## src/rtl/gpu_mem_combine_sched.sv

```systemverilog
// Frame scheduler for the half-word combine datapath: loads one frame of payload and weight
// words from two independent streams, then emits the combined words serially.
module gpu_mem_combine_sched #(
    parameter int LANES  = 8,
    parameter int DATA_W = 32,
    parameter int FCNT_W = 16
) (
    input  logic                       clock,
    input  logic                       reset,
    input  logic                       abort,
    input  logic                       pay_valid,
    output logic                       pay_ready,
    input  logic [DATA_W-1:0]          pay_data,
    input  logic                       wgt_valid,
    output logic                       wgt_ready,
    input  logic [DATA_W-1:0]          wgt_data,
    output logic                       out_valid,
    input  logic                       out_ready,
    output logic [DATA_W-1:0]          out_data,
    output logic [$clog2(2*LANES)-1:0] out_index,
    output logic                       out_last,
    output logic                       busy,
    output logic [FCNT_W-1:0]          frame_cnt
);

    localparam int H      = DATA_W / 2;
    localparam int WORDS  = 2 * LANES;
    localparam int PIDX_W = $clog2(LANES);
    localparam int WIDX_W = $clog2(WORDS);

    localparam logic [PIDX_W:0]   PAY_FULL = LANES[PIDX_W:0];
    localparam logic [WIDX_W:0]   WGT_FULL = WORDS[WIDX_W:0];
    localparam logic [WIDX_W-1:0] IDX_LAST = WIDX_W'(WORDS - 1);

    typedef enum logic {
        LOAD,
        EMIT
    } state_t;

    state_t              state, state_d;
    logic [PIDX_W:0]     pay_cnt, pay_cnt_d;
    logic [WIDX_W:0]     wgt_cnt, wgt_cnt_d;
    logic [WIDX_W-1:0]   emit_idx, emit_idx_d;
    logic [FCNT_W-1:0]   frame_cnt_d;

    logic [DATA_W-1:0]   pay_buf [LANES];
    logic [DATA_W-1:0]   wgt_buf [WORDS];

    logic                pay_acc;
    logic                wgt_acc;

    // Weight high half on top; payload high half for even slots, low half for odd slots.
    function automatic logic [DATA_W-1:0] combine(input logic [DATA_W-1:0] pay_word,
                                                  input logic [DATA_W-1:0] wgt_word,
                                                  input logic              odd);
        return {wgt_word[DATA_W-1:H], odd ? pay_word[H-1:0] : pay_word[DATA_W-1:H]};
    endfunction

    assign pay_ready = (state == LOAD) && (pay_cnt < PAY_FULL);
    assign wgt_ready = (state == LOAD) && (wgt_cnt < WGT_FULL);
    assign pay_acc   = pay_valid && pay_ready;
    assign wgt_acc   = wgt_valid && wgt_ready;

    assign out_valid = (state == EMIT);
    assign out_index = emit_idx;
    assign out_last  = out_valid && (emit_idx == IDX_LAST);
    assign out_data  = combine(pay_buf[emit_idx[WIDX_W-1:1]], wgt_buf[emit_idx], emit_idx[0]);
    assign busy      = out_valid || (pay_cnt != '0) || (wgt_cnt != '0);

    always_comb begin
        state_d     = state;
        pay_cnt_d   = pay_cnt;
        wgt_cnt_d   = wgt_cnt;
        emit_idx_d  = emit_idx;
        frame_cnt_d = frame_cnt;
        case (state)
            LOAD: begin
                if (abort) begin
                    pay_cnt_d = '0;
                    wgt_cnt_d = '0;
                end else begin
                    if (pay_acc) pay_cnt_d = pay_cnt + 1'b1;
                    if (wgt_acc) wgt_cnt_d = wgt_cnt + 1'b1;
                    if ((pay_cnt_d == PAY_FULL) && (wgt_cnt_d == WGT_FULL)) state_d = EMIT;
                end
            end
            EMIT: begin
                // Abort wins over a coinciding final handshake, so the frame is not counted.
                if (abort) begin
                    state_d    = LOAD;
                    pay_cnt_d  = '0;
                    wgt_cnt_d  = '0;
                    emit_idx_d = '0;
                end else if (out_ready) begin
                    if (out_last) begin
                        state_d     = LOAD;
                        pay_cnt_d   = '0;
                        wgt_cnt_d   = '0;
                        emit_idx_d  = '0;
                        frame_cnt_d = frame_cnt + 1'b1;
                    end else begin
                        emit_idx_d = emit_idx + 1'b1;
                    end
                end
            end
            default: state_d = LOAD;
        endcase
    end

    always_ff @(posedge clock) begin
        if (reset) begin
            state     <= LOAD;
            pay_cnt   <= '0;
            wgt_cnt   <= '0;
            emit_idx  <= '0;
            frame_cnt <= '0;
        end else begin
            state     <= state_d;
            pay_cnt   <= pay_cnt_d;
            wgt_cnt   <= wgt_cnt_d;
            emit_idx  <= emit_idx_d;
            frame_cnt <= frame_cnt_d;
        end
    end

    // Frame buffers carry data only; they are never reset and are rewritten every frame.
    always_ff @(posedge clock) begin
        if (pay_acc) pay_buf[pay_cnt[PIDX_W-1:0]] <= pay_data;
        if (wgt_acc) wgt_buf[wgt_cnt[WIDX_W-1:0]] <= wgt_data;
    end

endmodule

```

## config.mk

```make
export PLATFORM = sky130hd
export DESIGN_NAME = gpu_mem_combine_sched
export DESIGN_NICKNAME = d
export VERILOG_FILES = /design/src/rtl/gpu_mem_combine_sched.sv
export SDC_FILE = /design/constraint.sdc
export NUM_CORES = 1
export LEC_CHECK = 0
export ABC_AREA = 1
export BUFFER_PORTS_ARGS = -buffer_cell sky130_fd_sc_hd__buf_4
export CORE_ASPECT_RATIO = 1.4
export CORE_MARGIN = 5
export CORE_UTILIZATION = 60
export DETAILED_ROUTE_END_ITERATION = 7
export GPL_ROUTABILITY_DRIVEN = 0
export HOLD_SLACK_MARGIN = 0.08
export PLACE_DENSITY = 0.79
export SLEW_MARGIN = 20
export SYNTH_ARGS = -nofsm -noshare
export SYNTH_HDL_FRONTEND = slang
export SYNTH_SLANG_ARGS = --single-unit
```

## constraint.sdc

```tcl
create_clock -name clock -period 3.8 [get_ports clock]
set_input_delay 0.19 -clock clock [delete_from_list [all_inputs] [get_ports clock]]
set_output_delay 0.19 -clock clock [all_outputs]
set_load 0.05 [all_outputs]
```

==> results.rst, run 1 <==
.. list-table::
   :header-rows: 1

   * - Metric
     - Value
   * - Status
     - completed
   * - Setup TNS
     - 0 ns
   * - Number of DRC markers in iteration 0
     - 1,436
   * - RSZ-0062 raised after global routing
     - no
   * - Synth Register Bits
     - 546
   * - Core Region
     - 35,600 um2
   * - Max-capacitance violation count
     - 0
   * - Max_slew headroom
     - 26.35%
   * - Level count of the clock H-tree
     - 2
   * - Layout net count
     - 1,883
   * - Required time reported for the critical path endpoint
     - 3.61 ns
   * - Synthesized area
     - 21,520 um2
   * - Final setup fails
     - 0
   * - Drt first pass iters
     - 6
   * - Final WL
     - 51.92 mm
   * - Vias after detailed routing
     - 14,520
   * - I/O Pins
     - 127
   * - Classification of the worst setup path
     - flip-flop to primary output
   * - Number of clock sinks seen by CTS
     - 546
   * - Layout cells sized above 1
     - 14.29%
   * - P per Cell Area
     - 468.5 nW/um2
   * - Via count of the first global-routing pass
     - 14,370
   * - Post-CTS Repair Setup Buffers
     - 0
   * - Maximum number of pins on one net before global-route repair
     - 81
   * - Post-Synthesis Cells
     - 1,651
   * - Syn Area/Cell
     - 13.03 um2
   * - Clock network latency to the later pin of the worst-skew pair
     - 0.55 ns
   * - Hold buffers post-CTS
     - 53
   * - Switch Pwr
     - 2.319 mW
   * - Fraction of power consumed by sequential logic
     - 56.7%
   * - Clock period minus final worst setup slack
     - 3.133 ns
   * - Worst Hold Class
     - input pin to flip-flop
   * - Die height
     - 234.1 um
   * - Fmax
     - 0.3192 GHz
   * - Type of element capturing the critical path
     - primary output
   * - CTS tree
     - done
   * - Total overflow reported by the global router
     - 0
   * - Number of cells upsized or downsized after cts
     - 0
   * - Clock transition at the registers of the reported paths
     - 0.06 ns
   * - Internal Power
     - 9.404 mW
   * - Post-route ant nets
     - 0
   * - Post-synthesis sequential area ratio
     - 74.61%
   * - Detailed-placement wirelength estimate
     - 28.77 mm
   * - Antenna violations before repair
     - 2
   * - Routed WL per cell
     - 22.52 um
   * - Max Slew Vio Count
     - 0
   * - Fraction of power consumed by combinational cells
     - 3.6%
   * - Clock tree root driver cell
     - sky130_fd_sc_hd__clkbuf_16
   * - Synth-to-Final Area Change
     - 16.27%
   * - Total of warnings raised by yosys
     - 0
   * - DRC violation count after routing
     - 0
   * - Number of standard cells in the layout, taps in and fillers out
     - 2,305
   * - Power share of the clock group
     - 39.7%
   * - Starting utilization of the core area
     - 60.44%
   * - Final period utilization
     - 82.45%
   * - Arrival time worst endpoint
     - 2.94 ns
   * - First-pass GRT wire length
     - 78.23 mm
   * - GRT Overall Usage
     - 25.55%
   * - Worst setup SP type
     - flip-flop
   * - Number of failing hold endpoints at the final stage
     - 0
   * - Worst Hold Slack
     - 0.4219 ns
   * - Syn_nets
     - 1,729
   * - Synth cell types
     - 31
   * - Inst Count DP
     - 2,164
   * - Net Sw Frac
     - 19.78%
   * - Number of rows created at floorplan
     - 82
   * - Detail-routed via count per cell
     - 6.297
   * - Maximum number of buffers from clock root to sink
     - 3
   * - Die Width
     - 170.1 um
   * - Static leakage
     - 8.424 nW
   * - Clk_skew
     - 0.01609 ns
   * - Quantity of I/O buffers inserted on ports
     - 110
   * - DIE AREA
     - 39,800 um2
   * - CP max FO
     - 80
   * - CTS Buf Count
     - 48
   * - Filler cells
     - 2,265
   * - Maximum vdd ir drop
     - 0.4165 mV
   * - Slew at the pin closest to its max-slew limit
     - 1.105 ns
   * - Util after Layout
     - 70.28%
path summary, 6_finish.rpt:
check | startpoint | endpoint | slack (ns) | depth (start not counted)
max | flip-flop | out_data[16] | 0.67 | 6
min | pay_data[18] | pay_buf[1][18] | 0.42 | 2
max reg2reg | out_valid | pay_buf[0][30] | 1.33 | 4
min reg2reg | pay_cnt[3] | pay_cnt[3] | 0.51 | 2
cells by family after synthesis:
family                   synth area share [%]
XOR/XNOR                               0.1628
flip-flops                              74.61
AO/OA/AOI/OAI                           12.64
adder cells (fa/ha/maj)                0.4652
AND/OR/NAND/NOR                         9.332
buffers and inverters                   2.791
cells in the final DEF (no fill, tap or decap), types with 2 or more instances in the layout:
cell / n
sky130_fd_sc_hd__inv_1: 34
sky130_fd_sc_hd__nand3_1: 56
sky130_fd_sc_hd__o22ai_1: 30
sky130_fd_sc_hd__o211ai_1: 35
sky130_fd_sc_hd__dfxtp_1: 30
sky130_fd_sc_hd__nor2_1: 292
sky130_fd_sc_hd__nand2_2: 2
sky130_fd_sc_hd__dlygate4sd3_1: 53
sky130_fd_sc_hd__nor3_1: 4
sky130_fd_sc_hd__o21ai_0: 260
sky130_fd_sc_hd__inv_2: 3
sky130_fd_sc_hd__nand2_1: 108
sky130_fd_sc_hd__nor3_2: 3
sky130_fd_sc_hd__nand3b_1: 3
sky130_fd_sc_hd__ha_1: 8
sky130_fd_sc_hd__nor2_4: 8
sky130_fd_sc_hd__a21oi_1: 24
sky130_fd_sc_hd__nor2_2: 17
sky130_fd_sc_hd__o221ai_1: 93
sky130_fd_sc_hd__nand4_1: 5
sky130_fd_sc_hd__bufinv_16: 4
sky130_fd_sc_hd__o21bai_1: 2
sky130_fd_sc_hd__o21ai_1: 2
sky130_fd_sc_hd__buf_4: 155
sky130_fd_sc_hd__clkinvlp_4: 3
sky130_fd_sc_hd__clkinv_1: 10
sky130_fd_sc_hd__buf_12: 3
sky130_fd_sc_hd__clkbuf_16: 49
sky130_fd_sc_hd__diode_2: 3
sky130_fd_sc_hd__dfxtp_4: 3
sky130_fd_sc_hd__clkbuf_1: 11
sky130_fd_sc_hd__xnor2_1: 3
sky130_fd_sc_hd__edfxtp_1: 512
sky130_fd_sc_hd__clkinv_2: 8
sequential cells by signal, indices dropped and copies added, names as in the netlist, named ones only:
register   cells
frame_cnt     16
wgt_cnt        5
out_valid      1
pay_cnt        4
wgt_buf      256
pay_buf      256
out_index      4
power by group through the flow:
stage	logic, mW	registers [mW]	clock network (mW)
CTS	0.422	6.64	4.69
global placement	0.360	6.77	0
detailed placement	0.371	6.77	0
finish	0.424	6.64	4.66
global route	0.453	6.64	4.93
floorplan	0.175	6.77	0
area by class of cell:
cell class	instances	area [um2]	share of cell area, %
inverters	39	148.9	0.5951
repair buffers	211	1754	7.011
multi-input cells	959	4971	19.87
diodes	3	7.507	0.03000
flip-flops and latches	546	16070	64.22
clock buffers	60	1267	5.066
well taps	462	578.1	2.310
clock inverters	25	225.2	0.9001
cells in the mapped netlist:
cell type / instances / share of area, %
sky130_fd_sc_hd__clkinv_1: 2 / 0.035
sky130_fd_sc_hd__o21bai_1: 2 / 0.070
sky130_fd_sc_hd__xor2_1: 1 / 0.041
sky130_fd_sc_hd__o221ai_1: 93 / 3.8
sky130_fd_sc_hd__xnor2_1: 3 / 0.12
sky130_fd_sc_hd__clkbuf_1: 80 / 1.4
sky130_fd_sc_hd__buf_2: 17 / 0.40
sky130_fd_sc_hd__a21oi_1: 24 / 0.56
sky130_fd_sc_hd__buf_1: 1 / 0.017
sky130_fd_sc_hd__nand3b_1: 3 / 0.10
sky130_fd_sc_hd__or2_2: 1 / 0.029
sky130_fd_sc_hd__nand3_1: 56 / 1.3
sky130_fd_sc_hd__inv_2: 2 / 0.035
sky130_fd_sc_hd__o21ai_1: 2 / 0.047
sky130_fd_sc_hd__nor2_2: 5 / 0.15
sky130_fd_sc_hd__nor2_4: 1 / 0.052
sky130_fd_sc_hd__nand2_2: 2 / 0.058
sky130_fd_sc_hd__nor3_1: 8 / 0.19
sky130_fd_sc_hd__nand2_1: 108 / 1.9
sky130_fd_sc_hd__nor2_1: 311 / 5.4
sky130_fd_sc_hd__inv_1: 35 / 0.61
sky130_fd_sc_hd__o22ai_1: 30 / 0.87
sky130_fd_sc_hd__nand4_1: 5 / 0.15
sky130_fd_sc_hd__a211oi_1: 1 / 0.035
sky130_fd_sc_hd__o21ai_0: 260 / 6.0
sky130_fd_sc_hd__clkbuf_2: 1 / 0.023
sky130_fd_sc_hd__o211ai_1: 35 / 1.2
sky130_fd_sc_hd__edfxtp_1: 512 / 71
sky130_fd_sc_hd__buf_4: 8 / 0.28
sky130_fd_sc_hd__ha_1: 8 / 0.47
sky130_fd_sc_hd__dfxtp_1: 34 / 3.2
per-layer routing:
layer / global-route usage (%) / part of all wire [%]
met1: 30.23 / 35
met2: 46.40 / 53
met3: 3.238 / 7.0
met4: 11.79 / 4.1
met5: 0 / 0
stage by stage:
step                      power [mW]  setup WS [ns]  cell area (um2)
after floorplan                6.948         0.4588            21520
after global placement         7.127          1.323            22990
after detailed placement       7.142          1.302            22990
after CTS                      11.75         0.7007            25010
after global routing           12.03         0.5640            25020
final                          11.72         0.6669            25020
worst max-delay path, stage by stage, from the launching register on:
cell and delay, ns:
sky130_fd_sc_hd__dfxtp_4 0.34, sky130_fd_sc_hd__buf_4 0.70, sky130_fd_sc_hd__buf_4 0.53, sky130_fd_sc_hd__o221ai_1 0.21, sky130_fd_sc_hd__o211ai_1 0.14, sky130_fd_sc_hd__nand2_1 0.17, sky130_fd_sc_hd__buf_4 0.23
(Power assumes the default switching activity.)
==> run 2: changes to the inputs <==
- clock period: 3.8 -> 3.18 ns (I/O delays scaled with it)
==> run 2 against run 1 <==
  * Total power is 20% higher
  * Die area stayed put
  * Hold slack worse by 0.058 ns
  * Largest cell class unchanged
==> results.rst, run 2 (same netlist as run 1, synthesis figures left out) <==
.. list-table::
   :header-rows: 1

   * - Metric
     - Value
   * - Status
     - completed (unchanged)
   * - Maximum number of pins on one net before global-route repair
     - 196 (was 81)
   * - Maximum vdd ir drop
     - 0.6149 mV (was 0.4165 mV)
   * - Quantity of I/O buffers inserted on ports
     - 110 (unchanged)
   * - Cell-by-cell listing of the critical path
     - buf_12 -> o21ai_0 -> o221ai_1 -> o211ai_1 -> nand2_1 -> buf_4 (was buf_4 -> buf_4 -> o221ai_1 -> o211ai_1 -> nand2_1 -> buf_4)
   * - Vias after detailed routing
     - 14,380 (was 14,520)
   * - I/O Pins
     - 127 (unchanged)
   * - Clk_skew
     - 0.02641 ns (was 0.01609 ns)
   * - Antenna violations before repair
     - 0 (was 2)
   * - Util after Layout
     - 70.42% (was 70.28%)
   * - Total overflow reported by the global router
     - 0 (unchanged)
   * - Drt first pass iters
     - 5 (was 6)
   * - Inst Count DP
     - 2,155 (was 2,164)
   * - Starting utilization of the core area
     - 60.44% (unchanged)
   * - Clock period minus final worst setup slack
     - 2.832 ns
   * - Number of DRC markers in iteration 0
     - 1,677 (was 1,436)
   * - Static leakage
     - 8.432 nW (was 8.424 nW)
   * - Type of element capturing the critical path
     - primary output (unchanged)
   * - GRT Overall Usage
     - 25.87% (was 25.55%)
   * - P per Cell Area
     - 562.0 nW/um2 (was 468.5 nW/um2)
   * - Layout net count
     - 1,877 (was 1,883)
   * - Max_slew headroom
     - 38.86% (was 26.35%)
   * - Number of clock sinks seen by CTS
     - 546 (unchanged)
   * - Max Slew Vio Count
     - 0 (unchanged)
   * - Number of standard cells in the layout, taps in and fillers out
     - 2,298 (was 2,305)
   * - DRC violation count after routing
     - 0 (unchanged)
   * - CTS tree
     - done (unchanged)
   * - Number of cells upsized or downsized after cts
     - 0 (unchanged)
   * - Die height
     - 234.1 um (unchanged)
   * - Via count of the first global-routing pass
     - 14,510 (was 14,370)
   * - Core Region
     - 35,600 um2 (unchanged)
   * - Setup TNS
     - 0 ns (unchanged)
   * - Detail-routed via count per cell
     - 6.257 (was 6.297)
   * - Routed WL per cell
     - 22.84 um (was 22.52 um)
   * - Hold buffers post-CTS
     - 55 (was 53)
   * - First-pass GRT wire length
     - 78.88 mm (was 78.23 mm)
   * - Clock network latency to the later pin of the worst-skew pair
     - 0.58 ns (was 0.55 ns)
   * - Final period utilization
     - 89.05%
   * - Maximum single-stage delay on the critical path
     - 0.60 ns (was 0.70 ns)
   * - Arrival time worst endpoint
     - 2.67 ns (was 2.94 ns)
   * - DIE AREA
     - 39,800 um2 (unchanged)
   * - Worst Hold Class
     - input pin to flip-flop (unchanged)
   * - Clock tree root driver cell
     - sky130_fd_sc_hd__clkbuf_16 (unchanged)
   * - Final setup fails
     - 0 (unchanged)
   * - Clock transition at the registers of the reported paths
     - 0.06 ns (about the same)
   * - Detailed-placement wirelength estimate
     - 28.05 mm (was 28.77 mm)
   * - Most common library cell in the layout ignoring fill and taps
     - sky130_fd_sc_hd__edfxtp_1 (unchanged)
   * - RSZ-0062 raised after global routing
     - no (unchanged)
   * - CP max FO
     - 195 (was 80)
   * - Post-route ant nets
     - 0 (unchanged)
   * - Final WL
     - 52.49 mm (was 51.92 mm)
   * - Max-capacitance violation count
     - 0 (unchanged)
   * - Commonest non-fill, non-tap cells in the layout
     - sky130_fd_sc_hd__edfxtp_1 (512), sky130_fd_sc_hd__nor2_1 (292), sky130_fd_sc_hd__o21ai_0 (260) (unchanged)
   * - N_diodes
     - 0 (was 3)
   * - Level count of the clock H-tree
     - 2 (unchanged)
   * - Required time reported for the critical path endpoint
     - 3.02 ns (was 3.61 ns)
   * - Number of rows created at floorplan
     - 82 (unchanged)
   * - Layout cells sized above 1
     - 13.78% (was 14.29%)
   * - Number of failing hold endpoints at the final stage
     - 0 (unchanged)
   * - Die Width
     - 170.1 um (unchanged)
   * - CTS Buf Count
     - 49 (was 48)
   * - Maximum number of buffers from clock root to sink
     - 3 (unchanged)
   * - Fmax
     - 0.3531 GHz
   * - Worst setup SP type
     - flip-flop (unchanged)
   * - Classification of the worst setup path
     - flip-flop to primary output (unchanged)
   * - Synth-to-Final Area Change
     - 16.51% (was 16.27%)
   * - Critical path's slowest cell
     - sky130_fd_sc_hd__buf_12 (was sky130_fd_sc_hd__buf_4)
   * - Post-CTS Repair Setup Buffers
     - 0 (unchanged)
   * - Slew at the pin closest to its max-slew limit
     - 0.9171 ns (was 1.105 ns)
==> run 2: report_power, final <==
group          total [mW]  leakage [nW]  internal, mW  switching, mW
sequential           7.94          4.92          7.92         0.0185
clock                5.65         0.739          3.17           2.48
combinational       0.505          2.78         0.172          0.333
total                14.1          8.43          11.3           2.83
==> run 2: worst paths after layout <==
check | to | start | cells after the start | slack (ns)
worst max register to register | pay_buf[6][0] | out_valid | 4 | 0.88
worst max-delay path | out_data[7] | flip-flop | 6 | 0.35
worst min register to register | pay_cnt[3] | pay_cnt[3] | 2 | 0.51
worst min-delay path | pay_buf[5][21] | pay_data[21] | 2 | 0.36
==> run 2: routing by layer <==
| layer | wire length, um | track usage (%) | vias up |
|---|---|---|---|
| li1 | - | - | 6457 |
| met1 | 18590 | 30.73 | 7067 |
| met2 | 27980 | 46.98 | 718 |
| met3 | 3878 | 3.828 | 136 |
| met4 | 2046 | 10.86 | 0 |
| met5 | 0 | 0 | - |
==> run 2: critical path, delay by kind of cell, from the launching register on <==
kind	cells	cell delay, ns
flip-flops	1	0.37
AND/OR/NAND/NOR	1	0.17
AO/OA/AOI/OAI	3	0.70
buffers and inverters	2	0.81
==> run 2: area by class of cell <==
class | instances | area [um2]
Sequential cell | 546 | 16070
Timing Repair Buffer | 204 | 1782
Clock inverter | 26 | 249.0
Clock buffer | 62 | 1275
Multi-Input combinational cell | 959 | 4971
Tap cell | 462 | 578.1
Fill cell | 2288 | 10530
Inverter | 39 | 148.9
==> run 2: through the flow <==
stage	setup slack (ns)	power [mW]	hold WS, ns	instance area (um2)
floorplan	-0.1612	8.303	0.2579	21530
global placement	0.9716	8.515	0.3870	23000
detailed placement	0.9013	8.534	0.3952	23000
CTS	0.3751	14.16	0.3438	25070
global route	0.1576	14.48	0.3679	25070
finish	0.3482	14.09	0.3641	25070
